$ cat config.mk
export PLATFORM = sky130hd
export DESIGN_NAME = spi_panel_ctrl
export DESIGN_NICKNAME = d
export VERILOG_FILES = /design/src/rtl/spi_panel_ctrl.sv
export SDC_FILE = /design/constraint.sdc
export NUM_CORES = 1
export LEC_CHECK = 0
export BUFFER_PORTS_ARGS = -buffer_cell sky130_fd_sc_hd__buf_2
export CAP_MARGIN = 20
export CORE_ASPECT_RATIO = 0.5
export CORE_MARGIN = 2
export CORE_UTILIZATION = 50
export CTS_CLUSTER_SIZE = 25
export DETAILED_ROUTE_END_ITERATION = 10
export GPL_TIMING_DRIVEN = 0
export PLACE_DENSITY_LB_ADDON = 0.3
export SETUP_SLACK_MARGIN = 0.5
export SLEW_MARGIN = 20
export SYNTH_ARGS = -nofsm -noshare
export SYNTH_HDL_FRONTEND = slang
export SYNTH_SLANG_ARGS = --single-unit
$ cat constraint.sdc
create_clock -name clk -period 6 [get_ports clk]
set_input_delay 0.3 -clock clk [delete_from_list [all_inputs] [get_ports clk]]
set_output_delay 0.3 -clock clk [all_outputs]
set_load 0.05 [all_outputs]
$ cat src/rtl/spi_panel_ctrl.sv
// spi_panel_ctrl: front-panel controller that sits between the board buttons
// and spi_master.
// - Debounces four active-low buttons: increment, decrement, transmit and
//   display-mode.
// - Keeps an editable transmit word and runs a start/busy handshake toward
//   spi_master.
// - Captures the received word, flags a busy timeout and drives active-low
//   LEDs.
// Optional build macro AUTOREPEAT_EN: held increment/decrement buttons
// auto-repeat every 2^REPEAT_W cycles.
module spi_panel_ctrl #(
   parameter int DATA_W   = 8,
   parameter int LED_W    = 6,
   parameter int DEB_W    = 20,
   parameter int TMO_W    = 8,
   parameter int REPEAT_W = 22
) (
   input  logic              clk,
   input  logic              rst,
   input  logic              inc_n,
   input  logic              dec_n,
   input  logic              transmit_n,
   input  logic              mode_n,
   output logic              spi_start,
   output logic [DATA_W-1:0] spi_data_out,
   input  logic [DATA_W-1:0] spi_data_in,
   input  logic              spi_busy,
   output logic [LED_W-1:0]  led,
   output logic              busy,
   output logic              err
);

   // Button slots inside the 4-bit button vectors
   localparam int BTN_INC  = 0;
   localparam int BTN_DEC  = 1;
   localparam int BTN_TX   = 2;
   localparam int BTN_MODE = 3;

   localparam logic [DEB_W-1:0]  DEB_ONE   = {{(DEB_W-1){1'b0}}, 1'b1};
   localparam logic [DATA_W-1:0] DATA_ONE  = {{(DATA_W-1){1'b0}}, 1'b1};
   localparam logic [TMO_W-1:0]  TMO_ONE   = {{(TMO_W-1){1'b0}}, 1'b1};
   // Last count value before the timeout fires; firing here gives exactly
   // 2^TMO_W-1 WAIT_BUSY cycles.
   localparam logic [TMO_W-1:0]  TMO_LAST  = {{(TMO_W-1){1'b1}}, 1'b0};

   typedef enum logic [1:0] {
      ST_IDLE      = 2'd0,
      ST_START     = 2'd1,
      ST_WAIT_BUSY = 2'd2,
      ST_WAIT_DONE = 2'd3
   } state_t;

   logic [3:0]        btn_raw_s;
   logic [3:0]        sync1_q;
   logic [3:0]        sync2_q;
   logic [DEB_W-1:0]  deb_cnt_q [4];
   logic [DEB_W-1:0]  deb_cnt_d [4];
   logic [3:0]        held_s;
   logic [3:0]        held_dly_q;
   logic [3:0]        press_s;
   logic              inc_ev_s;
   logic              dec_ev_s;

   logic [DATA_W-1:0] tx_data_q;
   logic [DATA_W-1:0] rx_data_q;
   logic              led_sel_q;
   logic [LED_W-1:0]  led_q;

   state_t            state_q;
   logic              spi_start_q;
   logic              busy_q;
   logic              err_q;
   logic [DATA_W-1:0] spi_data_out_q;
   logic [TMO_W-1:0]  tmo_q;

   // Received bits above the LED width are captured but never displayed
   logic              unused_rx_s;
   assign unused_rx_s = ^rx_data_q;

   assign btn_raw_s = {mode_n, transmit_n, dec_n, inc_n};

   // Two-flop synchroniser per button; idle level is released (1)
   always_ff @(posedge clk) begin
      if (rst) begin
         sync1_q <= 4'b1111;
         sync2_q <= 4'b1111;
      end else begin
         sync1_q <= btn_raw_s;
         sync2_q <= sync1_q;
      end
   end

   // Debounce next count: clear on release, count while low, saturate at MSB
   always_comb begin
      for (int i = 0; i < 4; i++) begin
         deb_cnt_d[i] = deb_cnt_q[i];
         if (sync2_q[i]) begin
            deb_cnt_d[i] = '0;
         end else if (!deb_cnt_q[i][DEB_W-1]) begin
            deb_cnt_d[i] = deb_cnt_q[i] + DEB_ONE;
         end else begin
            deb_cnt_d[i] = deb_cnt_q[i];
         end
      end
   end

   // Debounce counters plus a delayed copy of each MSB for edge detection
   always_ff @(posedge clk) begin
      if (rst) begin
         for (int i = 0; i < 4; i++) begin
            deb_cnt_q[i] <= '0;
         end
         held_dly_q <= 4'b0000;
      end else begin
         for (int i = 0; i < 4; i++) begin
            deb_cnt_q[i] <= deb_cnt_d[i];
         end
         held_dly_q <= held_s;
      end
   end

   // Press event is the single cycle in which a counter MSB rises
   always_comb begin
      held_s  = 4'b0000;
      press_s = 4'b0000;
      for (int i = 0; i < 4; i++) begin
         held_s[i] = deb_cnt_q[i][DEB_W-1];
      end
      press_s = held_s & ~held_dly_q;
   end

`ifdef AUTOREPEAT_EN
   localparam logic [REPEAT_W-1:0] REP_ONE = {{(REPEAT_W-1){1'b0}}, 1'b1};

   logic [REPEAT_W-1:0] rep_cnt_q [2];

   // Repeat counters run from the initial event while inc/dec stay held
   always_ff @(posedge clk) begin
      if (rst) begin
         rep_cnt_q[0] <= '0;
         rep_cnt_q[1] <= '0;
      end else begin
         for (int i = 0; i < 2; i++) begin
            if (held_s[i]) begin
               rep_cnt_q[i] <= rep_cnt_q[i] + REP_ONE;
            end else begin
               rep_cnt_q[i] <= '0;
            end
         end
      end
   end

   // Initial press event, plus one extra event each time the counter wraps
   always_comb begin
      inc_ev_s = press_s[BTN_INC] |
                 (held_s[BTN_INC] & held_dly_q[BTN_INC] & (rep_cnt_q[0] == '0));
      dec_ev_s = press_s[BTN_DEC] |
                 (held_s[BTN_DEC] & held_dly_q[BTN_DEC] & (rep_cnt_q[1] == '0));
   end
`else
   localparam int unused_repeat_w = REPEAT_W;

   // Without auto-repeat every press yields exactly one event
   always_comb begin
      inc_ev_s = press_s[BTN_INC];
      dec_ev_s = press_s[BTN_DEC];
   end
`endif

   // Transmit word editing, LED source select and registered LED drive
   always_ff @(posedge clk) begin
      if (rst) begin
         tx_data_q <= '0;
         led_sel_q <= 1'b0;
         led_q     <= '1;
      end else begin
         case ({inc_ev_s, dec_ev_s})
            2'b10:   tx_data_q <= tx_data_q + DATA_ONE;
            2'b01:   tx_data_q <= tx_data_q - DATA_ONE;
            default: tx_data_q <= tx_data_q;
         endcase
         if (press_s[BTN_MODE]) begin
            led_sel_q <= ~led_sel_q;
         end else begin
            led_sel_q <= led_sel_q;
         end
         if (led_sel_q) begin
            led_q <= ~rx_data_q[LED_W-1:0];
         end else begin
            led_q <= ~tx_data_q[LED_W-1:0];
         end
      end
   end

   // Start/busy handshake FSM with registered start, busy, error and data
   always_ff @(posedge clk) begin
      if (rst) begin
         state_q        <= ST_IDLE;
         spi_start_q    <= 1'b0;
         busy_q         <= 1'b0;
         err_q          <= 1'b0;
         spi_data_out_q <= '0;
         rx_data_q      <= '0;
         tmo_q          <= '0;
      end else begin
         spi_start_q <= 1'b0;
         case (state_q)
            ST_IDLE: begin
               if (press_s[BTN_TX]) begin
                  spi_data_out_q <= tx_data_q;
                  spi_start_q    <= 1'b1;
                  busy_q         <= 1'b1;
                  state_q        <= ST_START;
               end else begin
                  busy_q <= 1'b0;
               end
            end
            ST_START: begin
               tmo_q   <= '0;
               busy_q  <= 1'b1;
               state_q <= ST_WAIT_BUSY;
            end
            ST_WAIT_BUSY: begin
               if (spi_busy) begin
                  state_q <= ST_WAIT_DONE;
               end else if (tmo_q == TMO_LAST) begin
                  err_q   <= 1'b1;
                  busy_q  <= 1'b0;
                  state_q <= ST_IDLE;
               end else begin
                  tmo_q <= tmo_q + TMO_ONE;
               end
            end
            ST_WAIT_DONE: begin
               if (!spi_busy) begin
                  rx_data_q <= spi_data_in;
                  err_q     <= 1'b0;
                  busy_q    <= 1'b0;
                  state_q   <= ST_IDLE;
               end else begin
                  busy_q <= 1'b1;
               end
            end
            default: begin
               busy_q  <= 1'b0;
               state_q <= ST_IDLE;
            end
         endcase
      end
   end

   assign spi_start    = spi_start_q;
   assign spi_data_out = spi_data_out_q;
   assign led          = led_q;
   assign busy         = busy_q;
   assign err          = err_q;

endmodule

==> results.json <==
{
  "critPathMaxFanout": 10,
  "grt_pass1_wl_mm": 18.8,
  "skew_ps": 9.98,
  "clk_pin_slew_ps": 60,
  "drtAntennaViolNets": 0,
  "ys_ff_latch": 134,
  "clock-root-buffer": "clkbuf_16",
  "htreeDepth": 4,
  "hold_viol_final": 0,
  "route.met2.wl_mm": 4.99,
  "clock_sinks": 134,
  "seq_area_frac_synth": 0.462,
  "syn_area_um2": 5810,
  "drt-met1-wl_mm": 5.44,
  "drc": 0,
  "routed_wl_mm": 10.9,
  "io_pins": 32,
  "nets": 726,
  "vias": 4536,
  "async_reset_ff_frac": 0,
  "portBuffers": 29,
  "powerDensity_nw_per_um2": 295,
  "setup_slack_ps": 2860,
  "gp_congestion": 0.827,
  "clock_latency_ps": 410,
  "holdBufCountCts": 0,
  "worst_slew_pin_slew_ps": 913,
  "track_usage": 0.188,
  "regToRegSetupSlack_ps": 2860,
  "maxCapViolations": 0,
  "highest_layer": "met4",
  "num_rows": 27,
  "firstDrtPassIters": 5,
  "worstPathRequired_ps": 6290,
  "die_w_um": 156,
  "drt-wirelength-per-cell_um": 12.7,
  "min_period_ps": 3140,
  "dr.first_iter.drc_count": 238,
  "syn_area_per_cell_um2": 8.88,
  "dp_hpwl_mm": 7.43,
  "syn_nets": 678,
  "syn_inst": 654,
  "dp_slack_ps": 2970,
  "fmax_mhz": 319,
  "status": "completed",
  "n_fill_cell": 973,
  "synth_ff_type": "dfxtp_1",
  "setup_viol_count_final": 0,
  "fin_crit_sh": 0.523,
  "grt_pass1_vias": 4252,
  "cts_made_buffers": 17,
  "postCtsSetupBuffers": 0,
  "synth_warnings": 0,
  "setup_tns_ps": 0,
  "path_common_cell": "ha_1",
  "grt_overflow": 0,
  "p_leak_nw": 2.40,
  "path_class": "flop to flop",
  "dp_cells": 828,
  "cts_tree": "built",
  "core_um2": 11100,
  "via_per_inst": 5.27,
  "critPathLaunchType": "flop",
  "hp-class": "input port to flop",
  "worst_setup_path_end_kind": "flop",
  "antenna_found_initial": 0,
  "areaGrowthSynthToFinish_pct": 16.2,
  "dr_wl_met3_um": 289,
  "drive_above_1_share": 0.137,
  "cts.path.max_buffers": 2,
  "relSlewSlack": 0.390,
  "grt_max_degree": 17,
  "antenna_cells": 0,
  "post_cts_resized": 0,
  "ir_drop_mv": 0.178,
  "cp.arrival_ps": 3430,
  "ys_types": 54,
  "path_cells": "clkbuf_1, nor2b_1, ha_1, buf_2, xor2_1, ha_1, a21boi_0, o22ai_1, or3_1, a21oi_1, mux2_2",
  "stdcell_count": 860,
  "die-area_um2": 12600,
  "slowest_delay_ps": 350,
  "die_h_um": 80.2,
  "finalMaxSlewViolations": 0,
  "grt_setup_unrepaired": "no",
  "critical_path.slowest_cell": "mux2_2",
  "synth_enable_flop_cells": 0,
  "start_util": 0.521
}
-- worst max-delay path, delay by kind of cell (launching register included) --
family                     cells  cell delay (ps)
and+or+nand+nor                2              590
buffers and inverters          2              560
AOI/OAI and AO/OA              3              470
muxes                          1              350
xor gates and xnor gates       1              190
DFF                            1              300
adders and majority gates      2              550
-- stage by stage --
| stage | hold WS [ps] | util | instance area [µm²] | power (W) |
|---|---|---|---|---|
| after global placement | 392 | 0.551 | 6140 | 0.000943 |
| after detailed placement | 393 | 0.551 | 6140 | 0.000943 |
| after global routing | 75.1 | 0.606 | 6750 | 0.00205 |
| after floorplan | 389 | - | 5810 | 0.000932 |
| after CTS | 62.2 | 0.606 | 6750 | 0.00201 |
| final | 71.3 | 0.606 | 6750 | 0.00199 |
-- placed cells by master, fill, tap and decap left out, drive strengths merged, types with 9 or more instances in the layout --
cell | synthesis | routed
nand4 | 25 | 25
nand2 | 51 | 51
or2 | 20 | 20
nor2 | 94 | 94
buf | 12 | 41
o21ai | 20 | 20
ha | 9 | 9
clkbuf | 20 | 39
xor2 | 49 | 49
nand3 | 32 | 32
nor2b | 17 | 17
and4 | 10 | 10
xnor2 | 22 | 22
a21oi | 41 | 41
or3 | 19 | 19
mux2i | 12 | 12
dfxtp | 134 | 134
-- synth_stat cells (9+ instances only) --
library cell  number  area share
xor2_1            49       0.074
xnor2_1           22       0.033
dfxtp_1          134        0.46
and4_1            10       0.015
nor2b_1           17       0.018
or3_1             19       0.020
clkbuf_1          20       0.013
nor2_1            94       0.061
or2_2             20       0.022
ha_1               9       0.019
nand3_1           32       0.028
a21oi_1           40       0.034
mux2i_1           12       0.021
o21ai_0           20       0.017
nand2_1           51       0.033
nand4_1           24       0.026
-- state kept, by name, indices dropped and copies added (netlist names) --
signal and count:
busy 1, deb_cnt_q 80, err 1, held_dly_q 4, led 6, led_sel_q 1, rx_data_q 6, spi_data_out 8
spi_start 1, state_q 2, sync1_q 4, sync2_q 4, tmo_q 8, tx_data_q 8
-- per-layer routing --
| metal | vias to the layer above | GRT usage |
|---|---|---|
| met5 | - | 0 |
| li1 | 2336 | - |
| met1 | 2138 | 0.238 |
| met3 | 16 | 0.0486 |
| met4 | 0 | 0.0743 |
| met2 | 46 | 0.309 |
-- path summary, 6_finish.rpt --
check            endpoint             start  depth (start not counted)
min            sync1_q[3]            mode_n                          2
max reg2reg  tx_data_q[4]  deb_cnt_q[1][19]                         11
min reg2reg    sync2_q[3]        sync1_q[3]                          1
max          tx_data_q[4]  deb_cnt_q[1][19]                         11
-- final cells by class --
type,count,area (µm²),share of cell area
plain buffers,32,148,0.0219
clock buffers,19,433,0.0641
clock inverters,13,181,0.0269
inverters,7,26.3,0.00389
multi-input cells,481,2950,0.438
flip-flops and latches,134,2680,0.397
well taps,145,181,0.0269
repair buffers,29,145,0.0215
-- kinds of logic (layout without fill, tap and decap cells) --
| group | Yosys count | count (layout) | synth area share |
|---|---|---|---|
| AND/OR/NAND/NOR | 309 | 309 | 0.279 |
| buffers and inverters | 39 | 100 | 0.0299 |
| adder cells (fa/ha/maj) | 9 | 9 | 0.0194 |
| AO/OA/AOI/OAI | 78 | 78 | 0.0786 |
| multiplexers | 14 | 14 | 0.0245 |
| flip-flops | 134 | 134 | 0.462 |
| XOR/XNOR | 71 | 71 | 0.107 |
-- power breakdown --
| part | switching, W | internal (W) |
|---|---|---|
| clock network | 0.000377 | 0.000693 |
| logic | 0.0000169 | 0.00000950 |
| registers | 0.00000335 | 0.000895 |
| total | 0.000397 | 0.00160 |
Power figures use the tool's default switching activity.
